## config.mk

```make
export PLATFORM = sky130hd
export DESIGN_NAME = mem_port_arbiter
export DESIGN_NICKNAME = d
export VERILOG_FILES = /design/src/rtl/mem_port_arbiter.sv
export SDC_FILE = /design/constraint.sdc
export NUM_CORES = 1
export LEC_CHECK = 0
export CORE_ASPECT_RATIO = 0.7
export CORE_MARGIN = 2
export CORE_UTILIZATION = 40
export DETAILED_ROUTE_END_ITERATION = 6
export PLACE_DENSITY = 0.83
export SLEW_MARGIN = 30
export SYNTH_ARGS = -nofsm -noshare
export SYNTH_HDL_FRONTEND = slang
export SYNTH_SLANG_ARGS = --single-unit
```

## constraint.sdc

```tcl
create_clock -name clk -period 7.02 [get_ports clk]
set_input_delay 2.106 -clock clk [delete_from_list [all_inputs] [get_ports clk]]
set_output_delay 2.106 -clock clk [all_outputs]
set_load 0.02 [all_outputs]
```

## src/rtl/mem_port_arbiter.sv

```systemverilog
// rtl/mem_port_arbiter.sv - shared memory port arbiter for fetch and load/store requesters
// Optional bus timeout: define MEM_PORT_ARB_TIMEOUT_EN.
module mem_port_arbiter #(
    parameter int STARVE_LIMIT   = 4,
    parameter int TIMEOUT_CYCLES = 255
) (
    input  logic        clk,
    input  logic        rst,
    input  logic        if_req,
    input  logic [31:0] if_addr,
    output logic        if_done,
    output logic [31:0] if_rdata,
    input  logic        d_req,
    input  logic        d_we,
    input  logic        d_byte,
    input  logic        d_signext,
    input  logic [31:0] d_addr,
    input  logic [31:0] d_wdata,
    output logic        d_done,
    output logic [31:0] d_rdata,
    output logic        mem_req,
    output logic        mem_we,
    output logic [3:0]  mem_be,
    output logic [31:0] mem_addr,
    output logic [31:0] mem_wdata,
    input  logic        mem_ack,
    input  logic [31:0] mem_rdata,
    output logic        bus_err
);
    typedef enum logic [1:0] {IDLE, ISSUE, RESP} state_t;

    localparam logic [3:0] LIMIT = 4'(STARVE_LIMIT);

    state_t      state, state_next;
    logic        owner_d;
    logic [3:0]  starve_cnt;
    logic        byte_ld;
    logic        signext;
    logic [1:0]  byte_off;
    logic        grant_any;
    logic        grant_d;
    logic        timeout;
    logic [31:0] ack_data;
    logic [31:0] ld_data;
    logic [7:0]  sel_byte;

`ifdef MEM_PORT_ARB_TIMEOUT_EN
    logic [31:0] to_cnt;

    assign timeout = (state == ISSUE) && !mem_ack && (to_cnt == 32'(TIMEOUT_CYCLES - 1));

    always_ff @(posedge clk or posedge rst) begin
        if (rst) begin
            to_cnt  <= '0;
            bus_err <= 1'b0;
        end else begin
            to_cnt <= (state == ISSUE) ? to_cnt + 32'd1 : '0;
            if (timeout) begin
                bus_err <= 1'b1;
            end
        end
    end
`else
    assign timeout = (TIMEOUT_CYCLES < 0);
    assign bus_err = 1'b0;
`endif

    // Data wins ties until fetch has been passed over STARVE_LIMIT times in a row.
    always_comb begin
        grant_any = if_req | d_req;
        grant_d   = d_req & (~if_req | (starve_cnt != LIMIT));
    end

    always_comb begin
        ack_data = timeout ? 32'hDEADBEEF : mem_rdata;
        sel_byte = mem_rdata[{byte_off, 3'b000} +: 8];
        ld_data  = ack_data;
        if (byte_ld && !timeout) begin
            ld_data = {{24{signext & sel_byte[7]}}, sel_byte};
        end
    end

    always_comb begin
        state_next = state;
        case (state)
            IDLE:    if (grant_any) state_next = ISSUE;
            ISSUE:   if (mem_ack || timeout) state_next = RESP;
            RESP:    state_next = IDLE;
            default: state_next = IDLE;
        endcase
    end

    always_ff @(posedge clk or posedge rst) begin
        if (rst) begin
            state <= IDLE;
        end else begin
            state <= state_next;
        end
    end

    always_ff @(posedge clk or posedge rst) begin
        if (rst) begin
            owner_d    <= 1'b0;
            starve_cnt <= '0;
            byte_ld    <= 1'b0;
            signext    <= 1'b0;
            byte_off   <= '0;
            mem_req    <= 1'b0;
            mem_we     <= 1'b0;
            mem_be     <= '0;
            mem_addr   <= '0;
            mem_wdata  <= '0;
            if_done    <= 1'b0;
            d_done     <= 1'b0;
            if_rdata   <= '0;
            d_rdata    <= '0;
        end else begin
            if_done <= 1'b0;
            d_done  <= 1'b0;
            case (state)
                IDLE: begin
                    if (grant_any) begin
                        owner_d <= grant_d;
                        mem_req <= 1'b1;
                        if (grant_d) begin
                            mem_we    <= d_we;
                            mem_addr  <= {d_addr[31:2], 2'b00};
                            mem_be    <= (d_byte && d_we) ? (4'b0001 << d_addr[1:0]) : 4'b1111;
                            mem_wdata <= d_byte ? {4{d_wdata[7:0]}} : d_wdata;
                            byte_ld   <= d_byte & ~d_we;
                            signext   <= d_signext;
                            byte_off  <= d_addr[1:0];
                            if (if_req && (starve_cnt != LIMIT)) begin
                                starve_cnt <= starve_cnt + 4'd1;
                            end
                        end else begin
                            mem_we     <= 1'b0;
                            mem_addr   <= {if_addr[31:2], 2'b00};
                            mem_be     <= 4'b1111;
                            mem_wdata  <= '0;
                            byte_ld    <= 1'b0;
                            starve_cnt <= '0;
                        end
                    end
                end
                ISSUE: begin
                    if (mem_ack || timeout) begin
                        mem_req <= 1'b0;
                        mem_we  <= 1'b0;
                        if (owner_d) begin
                            d_done  <= 1'b1;
                            d_rdata <= ld_data;
                        end else begin
                            if_done  <= 1'b1;
                            if_rdata <= ack_data;
                        end
                    end
                end
                default: ;
            endcase
        end
    end
endmodule

```

### Word-level counts from Yosys, hierarchy flattened

Index checks and enable logic that the tools add are counted.

| word-level totals | value |
|---|---|
| register bits after elaboration | 147 |

| cells by class | value |
|---|---|
| $add $sub $neg | 1 |
| eq/ne operators | 5 |
| shift-type cells | 2 |
| muxes and demuxes | 24 |
| bitwise logic cells | 8 |
| reductions and logical operators | 11 |

Operators with widths:

| cell | count |
|---|---|
| two-way mux 32 bit | 4 |
| variable part select 32 x 6 -> 8 bit | 1 |
| two-way mux 4 bit | 4 |
| AND reduction 3 bit | 5 |
| two-way mux 1 bit | 11 |
| adder 4 x 1 -> 4 bit (second input constant) | 1 |
| two-way mux 2 bit | 2 |
| != test 2 bit (second input constant) | 2 |
| != test 4 x 3 -> 1 bit (second input constant) | 1 |
| case mux 1 bit (2 select lines) | 2 |
| case mux 2 bit (2 select lines) | 1 |
| AND reduction 2 bit | 2 |
| left shift 1 x 2 -> 4 bit (first input constant) | 1 |
| bitwise AND 1 bit | 3 |
| NOT 1 bit | 3 |
| equality test 2 x 1 -> 1 bit (second input constant) | 1 |
| logical AND 1 bit | 2 |
| zero test 2 bit | 1 |
| != test 2 x 1 -> 1 bit (second input constant) | 1 |
| bitwise OR 1 bit | 2 |
| nonzero test 2 bit | 1 |

### Logic depth before layout (Yosys ltp)

Gate-level depths: netlist of the first run.

| depth | value |
|---|---|
| depth after elaboration | 6 |
| depth in mapped cells | 7 |

### Least setup slack after synthesis of the first run

OpenSTA, ideal clock, no wires.

| timing | value |
|---|---|
| path kind | input to register |
| start | in mem_rdata[31] |
| end | reg d_rdata[17] |
| library setup time | 125 ps |
| arrival | 3116 ps |
| slack | 3779 ps |
| stages on the path | 5 |
| path buffers | 1 |
| path through | mux4_2 -> nand3_2 -> buf_6 -> o21ai_2 -> mux2_4 |

| on the way | value |
|---|---|
| cells in the longest elaborated chain, start to end | 3 |

Ends and longest elaborated chain:

| element | RTL line | source |
|---|---|---|
| start, declared | 27 | `input logic [31:0] mem_rdata,` |
| variable part select 32 x 6 -> 8 bit | 76 | `sel_byte = mem_rdata[{byte_off, 3'b000} +: 8];` |
| bitwise AND 1 bit | 79 | `ld_data = {{24{signext & sel_byte[7]}}, sel_byte};` |
| two-way mux 32 bit | 78 | `if (byte_ld && !timeout) begin` |
| end signal, assigned | 152 | `d_rdata <= ld_data;` |
| end, declared | 20 | `output logic [31:0] d_rdata,` |

Every way passes these cells.
A chain may end at the register's enable or synchronous reset.

### Worst setup path after layout of the first run

| timing | value |
|---|---|
| start | in if_req |
| end | reg byte_ld |

| on the way | value |
|---|---|
| cells in the longest elaborated chain, start to end | 4 |

Ends and longest elaborated chain:

| element | RTL line | source |
|---|---|---|
| start, declared | 9 | `input logic if_req,` |
| NOT 1 bit | 71 | `grant_d = d_req & (~if_req \| (starve_cnt != LIMIT));` |
| bitwise OR 1 bit | 71 |  |
| bitwise AND 1 bit | 71 |  |
| two-way mux 1 bit | 125 | `if (grant_d) begin` |
| end signal, assigned | 130 | `byte_ld <= d_byte & ~d_we;` |
| end, declared | 37 | `logic byte_ld;` |

Parallel ways exist; a longest one is shown, timed or not.

==> out/metrics.yaml, run 1 <==
clock_network:
  cts-root-buf: "clkbuf_16"
  htreeDepth: 4
  path_clk_slew_ns: 0.06
  cts.sinks: 145
  post_cts_buffers: 0
  cts_buffer_depth: 2
  numCtsBuffers: 17
  hold_buffers: 0
  cts_resized: 0
  cts_tree: "built"
  insertion_delay_ns: 0.41
sta:
  tightest_slew_ns: 0.927
  setup_tns_ns: 0
  hold_slack_ns: 0.475
  relSlewSlack_pct: 38.2
  hold_viol_final: 0
  setup_violations: 0
  max_freq_ghz: 0.259
  fin_crit_sh_pct: 55.0
  slew_violations: 0
  rsz0062_at_grt: "no"
  fin_crit_ns: 3.86
  finalClockSkew_ns: 0.0100
yosys:
  synth-compound-area-share_pct: 11.4
  synthSimpleGateAreaFrac_pct: 10.7
  synth_flop_cell: "dfrtp_1"
  yosysWarnings: 0
  syn-instance-count: 569
  synth_xor_area_share_pct: 0
  synthAdderAreaFrac_pct: 0.394
  synth_cell_types: 43
  synth_mux_area_share_pct: 16.5
  syn_area_mm2: 0.00636
  avgSynthCellArea_um2: 11.2
  yosys.area.top_type: "dfrtp_1"
  synth_top_family_by_area: "multiplexers"
  ys_seq_area_share_pct: 57.1
  async_flop_share_pct: 100
  synth_top_area_share_pct: 57.1
  synth-edff-count: 0
  synth_seq_cells: 145
  synth_area_leaders: "dfrtp_1, mux2i_1, mux2_2, o21ai_0, nand2_1"
global_routing:
  grt_max_degree: 100
  overflow: 0
  grt_usage_pct: 21.7
  grt_pass1_vias: 5228
  grt_pass1_wl_mm: 28.4
  antenna_found_initial: 1
detailed_routing:
  vias: 5209
  drt_iter0_markers: 216
  ant_nets: 0
  wire_per_inst_um: 17.3
  viasPerCell: 5.03
  drc_errors: 0
  dr.pass1.iters: 4
  drt-total-wl_mm: 17.9
hold_path:
  holdCritPathClass: "reg -> reg"
worst_setup_path:
  start_kind: "primary input"
  cp_slowest_cell: "nor3_2"
  crit_type: "in -> reg"
  cp_max_fo: 34
  arrival_ns: 4.20
  crit_family: "simple AND/OR/NAND/NOR gates"
  critPathCaptureType: "flip-flop"
  max_stage_delay_ns: 0.69
  worstPathRequired_ns: 7.36
  path_cells: "clkdlybuf4s50_1 -> nand4b_1 -> nand2_4 -> nor3_2 -> a32o_1"
  cp_num_buf_inv: 1
floorplanning:
  ios: 273
  rows: 38
  die_area_mm2: 0.0169
  core_area_mm2: 0.0155
  fp.dieH_um: 109
  initial_utilization_pct: 41.0
  die_w_um: 155
final_layout:
  diodes: 0
  layout-drive-gt1-share_pct: 10.7
  fin_nets: 960
  instances_no_fill: 1035
  areaGrowthSynthToFinish_pct: 53.5
  fillers: 1253
pwr:
  ir_drop_mv: 0.213
  p_per_area_mw_per_mm2: 452
  leakagePower_nw: 4.19
placement:
  place_inst: 1003
  dp_hpwl_mm: 13.1
  finalWeightedCongestion: 0.783
  io_buffer_count: 267
status:
  outcome: "finished, final reports clean"
job:
  max-cap-violations: 0
## per-stage QoR
step                total power (W)  setup WS, ns  utilization [%]  cell area (um^2)
detailed placement          0.00356          2.36             59.2              9170
floorplan                   0.00255          1.02                -              6370
global route                0.00468          2.97             63.0              9760
finish                      0.00442          3.16             63.0              9760
CTS                         0.00445          2.80             62.9              9750
global placement            0.00350          2.42             58.9              9140
## power breakdown
| part | leakage [nW] | internal [W] | total, W | switching, W |
|---|---|---|---|---|
| clock | 0.284 | 0.000482 | 0.000879 | 0.000396 |
| sequential | 1.75 | 0.00123 | 0.00149 | 0.000258 |
| combinational | 2.16 | 0.00100 | 0.00205 | 0.00105 |
## sequential cells by signal, indices dropped and copies added, names as in the netlist, 2 cells and up
register / cells
mem_be: 4
mem_addr: 30
mem_wdata: 32
if_rdata: 32
starve_cnt: 4
d_rdata: 32
byte_off: 2
state: 2
## Yosys cell counts, types with 3 or more instances
| cell | count |
|---|---|
| a22o_1 | 8 |
| a31oi_1 | 18 |
| buf_2 | 14 |
| buf_4 | 6 |
| clkbuf_1 | 15 |
| dfrtp_1 | 145 |
| inv_1 | 11 |
| mux2_2 | 39 |
| mux2i_1 | 56 |
| nand2_1 | 70 |
| nand2b_1 | 20 |
| nand3_1 | 10 |
| nor2_1 | 23 |
| nor2b_1 | 9 |
| nor3_1 | 6 |
| o21ai_0 | 82 |
| o22a_1 | 3 |
## tightest hold or removal path, stage by stage (launching register included)
cell and delay (ns):
dfrtp_1 0.34, nand2_1 0.04, o21ai_0 0.06
## cell type report
cell class / instances / area [um^2] / area share (%)
clock buffers: 18 / 439 / 4.50
clock inverters: 14 / 144 / 1.47
inverters: 12 / 52.6 / 0.538
multi-input cells: 375 / 2520 / 25.8
flip-flops and latches: 145 / 3630 / 37.2
well taps: 200 / 250 / 2.56
repair buffers: 271 / 2720 / 27.9
## cells in the final DEF (no fill, tap or decap), types with 2 or more instances in the layout
cell	count
a21oi_1	2
a22o_1	8
a31oi_1	18
buf_4	3
clkbuf_16	17
clkdlybuf4s50_1	267
clkinv_4	3
clkinv_8	2
conb_1	3
dfrtp_1	145
ha_1	2
inv_1	10
inv_6	5
inv_8	4
mux2_2	39
mux2_4	2
mux2i_1	56
nand2_1	69
nand2b_1	20
nand3_1	9
nand3_2	2
nor2_1	22
nor2b_1	9
nor3_1	6
o21a_1	2
o21ai_0	82
o21ai_2	2
o22a_1	3
## worst paths after layout
kind / startpoint / endpoint / slack (ns) / depth (start not counted)
max: if_req / byte_ld / 3.16 / 5
min: mem_addr[6] / mem_addr[6] / 0.48 / 2
max reg2reg: byte_off[1] / d_rdata[20] / 4.63 / 4
min reg2reg: mem_addr[6] / mem_addr[6] / 0.48 / 2
max in group asynchronous: rst / if_rdata[14] / 3.75 / 3
min in group asynchronous: rst / mem_wdata[15] / 2.20 / 2
## cell families (layout without fill, tap and decap cells)
family                     Yosys count  count (layout)
other                                1               3
AOI/OAI and AO/OA                  125             125
adders and majority gates            2               2
and+or+nand+nor                    147             147
DFF                                145             145
buffers and inverters               51             315
muxes                               98              98
## layer usage
| metal | GRT usage [%] | part of all wire (%) | vias to the layer above |
|---|---|---|---|
| li1 | - | - | 2491 |
| met1 | 30.3 | 47 | 2530 |
| met2 | 33.8 | 45 | 178 |
| met3 | 7.37 | 7.6 | 8 |
| met4 | 3.44 | 0.34 | 2 |
| met5 | 0 | 0.061 | - |
Power figures use the tool's default switching activity.
==> run 2, diff against run 1 <==
--- a/config.mk
+++ b/config.mk
@@ -7,9 +7,9 @@
 export LEC_CHECK = 0
 export CORE_ASPECT_RATIO = 0.7
 export CORE_MARGIN = 2
-export CORE_UTILIZATION = 40
+export CORE_UTILIZATION = 39
 export DETAILED_ROUTE_END_ITERATION = 6
-export PLACE_DENSITY = 0.83
+export PLACE_DENSITY = 0.85
 export SLEW_MARGIN = 30
 export SYNTH_ARGS = -nofsm -noshare
 export SYNTH_HDL_FRONTEND = slang
==> constraint.sdc (replaced) <==
create_clock -name clk -period 3.1 [get_ports clk]
set_input_delay 0.93 -clock clk [delete_from_list [all_inputs] [get_ports clk]]
set_output_delay 0.93 -clock clk [all_outputs]
set_load 0.02 [all_outputs]
==> out/metrics.yaml, run 2 (synthesis results as in run 1) <==
placement:
  finalWeightedCongestion: 0.784  # about the same
  dp_hpwl_mm: 13.4  # +2.5%
  dpl_cell_area_mm2: 0.00931  # +1.5%
  io_buffer_count: 267  # unchanged
sta:
  relSlewSlack_pct: 45.2  # +7.0 points
  fin_crit_ns: 2.42
  rsz0062_at_grt: "no"
  hold_slack_ns: 0.474  # -0.00123 ns
  slew_violations: 0  # unchanged
  setup_violations: 0  # unchanged
  max_freq_ghz: 0.413
  setup_tns_ns: 0  # unchanged
  finalClockSkew_ns: 0.0139  # +0.00384 ns
  hold_viol_final: 0  # unchanged
  tightest_slew_ns: 0.818  # -0.109 ns
  fin_crit_sh_pct: 78.0
job:
  max-cap-violations: 0  # unchanged
floorplanning:
  rows: 39  # +2.6%
  fp.dieH_um: 111  # +1.2%
  die_area_mm2: 0.0174  # +2.5%
  core_area_mm2: 0.0162  # +4.2%
  die_w_um: 157  # +1.2%
  initial_utilization_pct: 39.4  # -1.7 points
  ios: 273  # unchanged
final_layout:
  largestRegisters: "d_rdata (32), if_rdata (32), mem_wdata (32)"
  fin_util_pct: 61.2  # -1.8 points
  fin_nets: 968  # +0.83%
  final_cell_mix: "clkdlybuf4s50_1, dfrtp_1, o21ai_0"
  final_cell_area_mm2: 0.00988  # +1.3%
  areaGrowthSynthToFinish_pct: 55.4
  layout-drive-gt1-share_pct: 11.4  # +0.73 points
  layout_commonest_cell: "clkdlybuf4s50_1"
  diodes: 0  # unchanged
detailed_routing:
  drc_errors: 0  # unchanged
  drt-total-wl_mm: 18.4  # +2.5%
  viasPerCell: 4.89  # -2.9%
  dr.pass1.iters: 4  # unchanged
  ant_nets: 0  # unchanged
  drt_iter0_markers: 281  # +30%
  wire_per_inst_um: 17.2  # -0.66%
  vias: 5220  # +0.21%
worst_setup_path:
  worstPathRequired_ns: 3.40  # -3.96 ns
  rrSetupSlack_ns: 1.03  # -3.60 ns
  start_kind: "primary input"
  arrival_ns: 2.72  # -1.48 ns
  crit_type: "in -> reg"
  cp_max_fo: 16  # -53%
  critPathCaptureType: "flip-flop"
hold_path:
  holdCritPathClass: "reg -> reg"
global_routing:
  grt_max_degree: 98  # -2.0%
  grt_usage_pct: 21.9  # +0.20 points
  overflow: 0  # unchanged
  grt_pass1_wl_mm: 29.5  # +4.0%
  grt_pass1_vias: 5472  # +4.7%
  antenna_found_initial: 0  # -1
clock_network:
  post_cts_buffers: 0  # unchanged
  cts-root-buf: "clkbuf_16"
  cts_resized: 0  # unchanged
  cts_tree: "built"
  numCtsBuffers: 17  # unchanged
  insertion_delay_ns: 0.42  # about the same
  hold_buffers: 0  # unchanged
  cts_buffer_depth: 2  # unchanged
  path_clk_slew_ns: 0.06  # about the same
  htreeDepth: 4  # unchanged
  cts.sinks: 145  # unchanged
status:
  outcome: "finished, final reports clean"
pwr:
  ir_drop_mv: 0.522  # +140%
  p_per_area_mw_per_mm2: 1020  # +130%
  leakagePower_nw: 4.24  # +1.0%
run 2: worst max-delay path, stage by stage:
cell	delay, ns
clkdlybuf4s50_1	0.49
mux4_2	0.52
nand3_2	0.32
o21ai_0	0.17
mux2_2	0.29
run 2: worst paths after layout:
kind,startpoint,cells after the start,to
min in group asynchronous,rst,3,mem_wdata[30]
max in group asynchronous,rst,3,if_rdata[20]
max,mem_rdata[15],5,d_rdata[19]
min,mem_addr[6],2,mem_addr[6]
max reg2reg,state[0],4,mem_wdata[10]
min reg2reg,mem_addr[6],2,mem_addr[6]
run 2: stage by stage:
| step | total power [W] | setup WS [ns] | std cells |
|---|---|---|---|
| detailed placement | 0.00816 | 0.247 | 1036 |
| finish | 0.0101 | 0.681 | 1068 |
| global placement | 0.00800 | 0.335 | 1036 |
| CTS | 0.0102 | 0.674 | 1068 |
| global route | 0.0107 | 0.544 | 1068 |
| floorplan | 0.00577 | 0.351 | 571 |
run 2: layer usage:
metal / vias to the layer above / part of all wire [%] / global-route usage (%)
met5: - / 0 / 0
met4: 0 / 0.65 / 4.22
met3: 7 / 7.3 / 7.27
met2: 180 / 46 / 34.5
met1: 2533 / 46 / 29.8
li1: 2500 / - / -
run 2: power breakdown:
group | switching (W) | internal [W]
Combinational | 0.00247 | 0.00232
Sequential | 0.000530 | 0.00278
Clock | 0.000857 | 0.00113
Total | 0.00385 | 0.00623
run 2: final cells by class:
cell class,count,area [um^2]
Fill cell,1336,6270
Multi-Input combinational cell,375,2510
Inverter,12,48.8
Sequential cell,145,3630
Tap cell,225,282
Timing Repair Buffer,279,2840
Clock buffer,17,425
Clock inverter,15,148
==> run 3, diff against run 2 <==
==> constraint.sdc (replaced) <==
create_clock -name clk -period 2.1 [get_ports clk]
set_input_delay 0.63 -clock clk [delete_from_list [all_inputs] [get_ports clk]]
set_output_delay 0.63 -clock clk [all_outputs]
set_load 0.02 [all_outputs]
==> out/metrics.yaml, run 3 (synthesis results as in run 1) <==
status:
  outcome: "finished, final reports clean"
worst_setup_path:
  max_stage_delay_ns: 0.64  # +0.12 ns
  worstPathRequired_ns: 1.47  # -1.93 ns
  start_kind: "flip-flop"
  cp_num_buf_inv: 1  # unchanged
  path_cells: "clkdlybuf4s50_1"
  crit_type: "reg -> out"
  critPathCaptureType: "output pin"
  cp_max_fo: 2  # -14
  cp_slowest_cell: "clkdlybuf4s50_1"
  arrival_ns: 1.41  # -1.31 ns
  rrSetupSlack_ns: 0.32  # -0.71 ns
  crit_family: "buffers and inverters"
detailed_routing:
  dr.pass1.iters: 5  # +1
  ant_nets: 0  # unchanged
  drt_iter0_markers: 331  # +18%
  drt-total-wl_mm: 18.9  # +3.0%
  viasPerCell: 4.91  # +0.46%
  vias: 5396  # +3.4%
  wire_per_inst_um: 17.2  # about the same
  drc_errors: 0  # unchanged
sta:
  tightest_slew_ns: 0.742  # -0.0761 ns
  relSlewSlack_pct: 50.3  # +5.1 points
  max_freq_ghz: 0.490
  fin_crit_sh_pct: 97.1
  slew_violations: 0  # unchanged
  fin_crit_ns: 2.04
  finalClockSkew_ns: 0.00999  # -0.00390 ns
  rsz0062_at_grt: "no"
  setup_tns_ns: 0  # unchanged
  setup_violations: 0  # unchanged
  hold_viol_final: 0  # unchanged
final_layout:
  fillers: 1323  # -0.97%
  final_cell_mix: "clkdlybuf4s50_1, dfrtp_1, o21ai_0"
  largestRegisters: "d_rdata (32), if_rdata (32), mem_wdata (32)"
  areaGrowthSynthToFinish_pct: 61.2
  layout_commonest_cell: "clkdlybuf4s50_1"
  diodes: 0  # unchanged
  layout-drive-gt1-share_pct: 14.3  # +2.9 points
  fin_nets: 999  # +3.2%
global_routing:
  overflow: 0  # unchanged
  antenna_found_initial: 1  # +1
  grt_max_degree: 50  # -49%
  grt_use_met2_pct: 33.8  # -0.73 points
  grt_pass1_vias: 5424  # -0.88%
  grt_pass1_wl_mm: 29.8  # +0.84%
  grt_busiest_layer: "met2"
  grtUsageMet3_pct: 8.05  # +0.78 points
  grt_usage_pct: 22.3  # +0.41 points
  met1_usage_pct: 30.9  # +1.1 points
floorplanning:
  rows: 39  # unchanged
  initial_utilization_pct: 39.4  # unchanged
  core_area_mm2: 0.0162  # unchanged
  fp.dieH_um: 111  # unchanged
  die_w_um: 157  # unchanged
  die_area_mm2: 0.0174  # unchanged
  ios: 273  # unchanged
clock_network:
  cts_tree: "built"
  cts-root-buf: "clkbuf_16"
  htreeDepth: 4  # unchanged
  numCtsBuffers: 17  # unchanged
  cts_buffer_depth: 2  # unchanged
  hold_buffers: 0  # unchanged
  cts.sinks: 145  # unchanged
  path_clk_slew_ns: 0.06  # about the same
  insertion_delay_ns: 0.42  # about the same
pwr:
  ir_drop_mv: 0.772  # +48%
  leakagePower_nw: 4.44  # +4.8%
  p_per_area_mw_per_mm2: 1500  # +47%
  p_total_w: 0.0153  # +52%
job:
  max-cap-violations: 0  # unchanged
placement:
  finalWeightedCongestion: 0.798  # +1.9%
  io_buffer_count: 267  # unchanged
  dp_hpwl_mm: 14.3  # +6.6%
hold_path:
  holdCritPathClass: "reg -> reg"
## run 3: path summary, 6_finish.rpt
kind                                from             to  cells after the start
setup / recovery                  mem_we         mem_we                      1
hold / removal              mem_addr[22]   mem_addr[22]                      2
setup reg to reg           starve_cnt[0]        byte_ld                      6
hold reg to reg             mem_addr[22]   mem_addr[22]                      2
max in group asynchronous            rst  mem_wdata[18]                      4
min in group asynchronous            rst    if_rdata[8]                      2
## run 3: metrics by stage
stage / utilization, % / std cells / hold WS, ns / setup slack [ns] / area (um^2)
finish: 63.4 / 1099 / 0.475 / 0.0604 / 10200
global route: 63.4 / 1099 / 0.501 / 0.00216 / 10200
CTS: 63.4 / 1099 / 0.483 / 0.00819 / 10200
detailed placement: 59.6 / 1067 / 0.469 / -0.258 / 9630
global placement: 59.6 / 1067 / 0.459 / -0.236 / 9630
floorplan: - / 571 / 0.457 / -0.349 / 6370
## run 3: layer usage
layer  vias up  share of wire [%]
met1      2615                 45
met2       202                 45
met4         2               0.79
li1       2563                  -
met3        14                8.4
met5         -              0.063
## run 3: what timing repair did
action / in CTS / in global routing
hold endpoints to repair: 0 / 0
setup endpoints to repair: 0 / 2
resized for setup: 0 / 2
buffers inserted: 0 / 0
## run 3: worst reg2reg max path, cell delays in order, from the launching register on
cell      delay [ns]
dfrtp_1         0.40
inv_1           0.07
ha_1            0.19
nand4b_1        0.12
nand2_2         0.12
nor3_2          0.58
a32o_1          0.26
## run 3: layout make-up
type / count / area (um^2) / area share (%)
multi-input cells: 375 / 2510 / 24.5
well taps: 225 / 282 / 2.75
repair buffers: 310 / 3160 / 30.9
clock inverters: 11 / 153 / 1.49
clock buffers: 21 / 460 / 4.49
flip-flops and latches: 145 / 3630 / 35.4
inverters: 12 / 48.8 / 0.476
## run 3: report_power, final
| part | switching [W] | internal [W] |
|---|---|---|
| Combinational | 0.00370 | 0.00360 |
| Clock | 0.00120 | 0.00194 |
| Sequential | 0.000773 | 0.00411 |
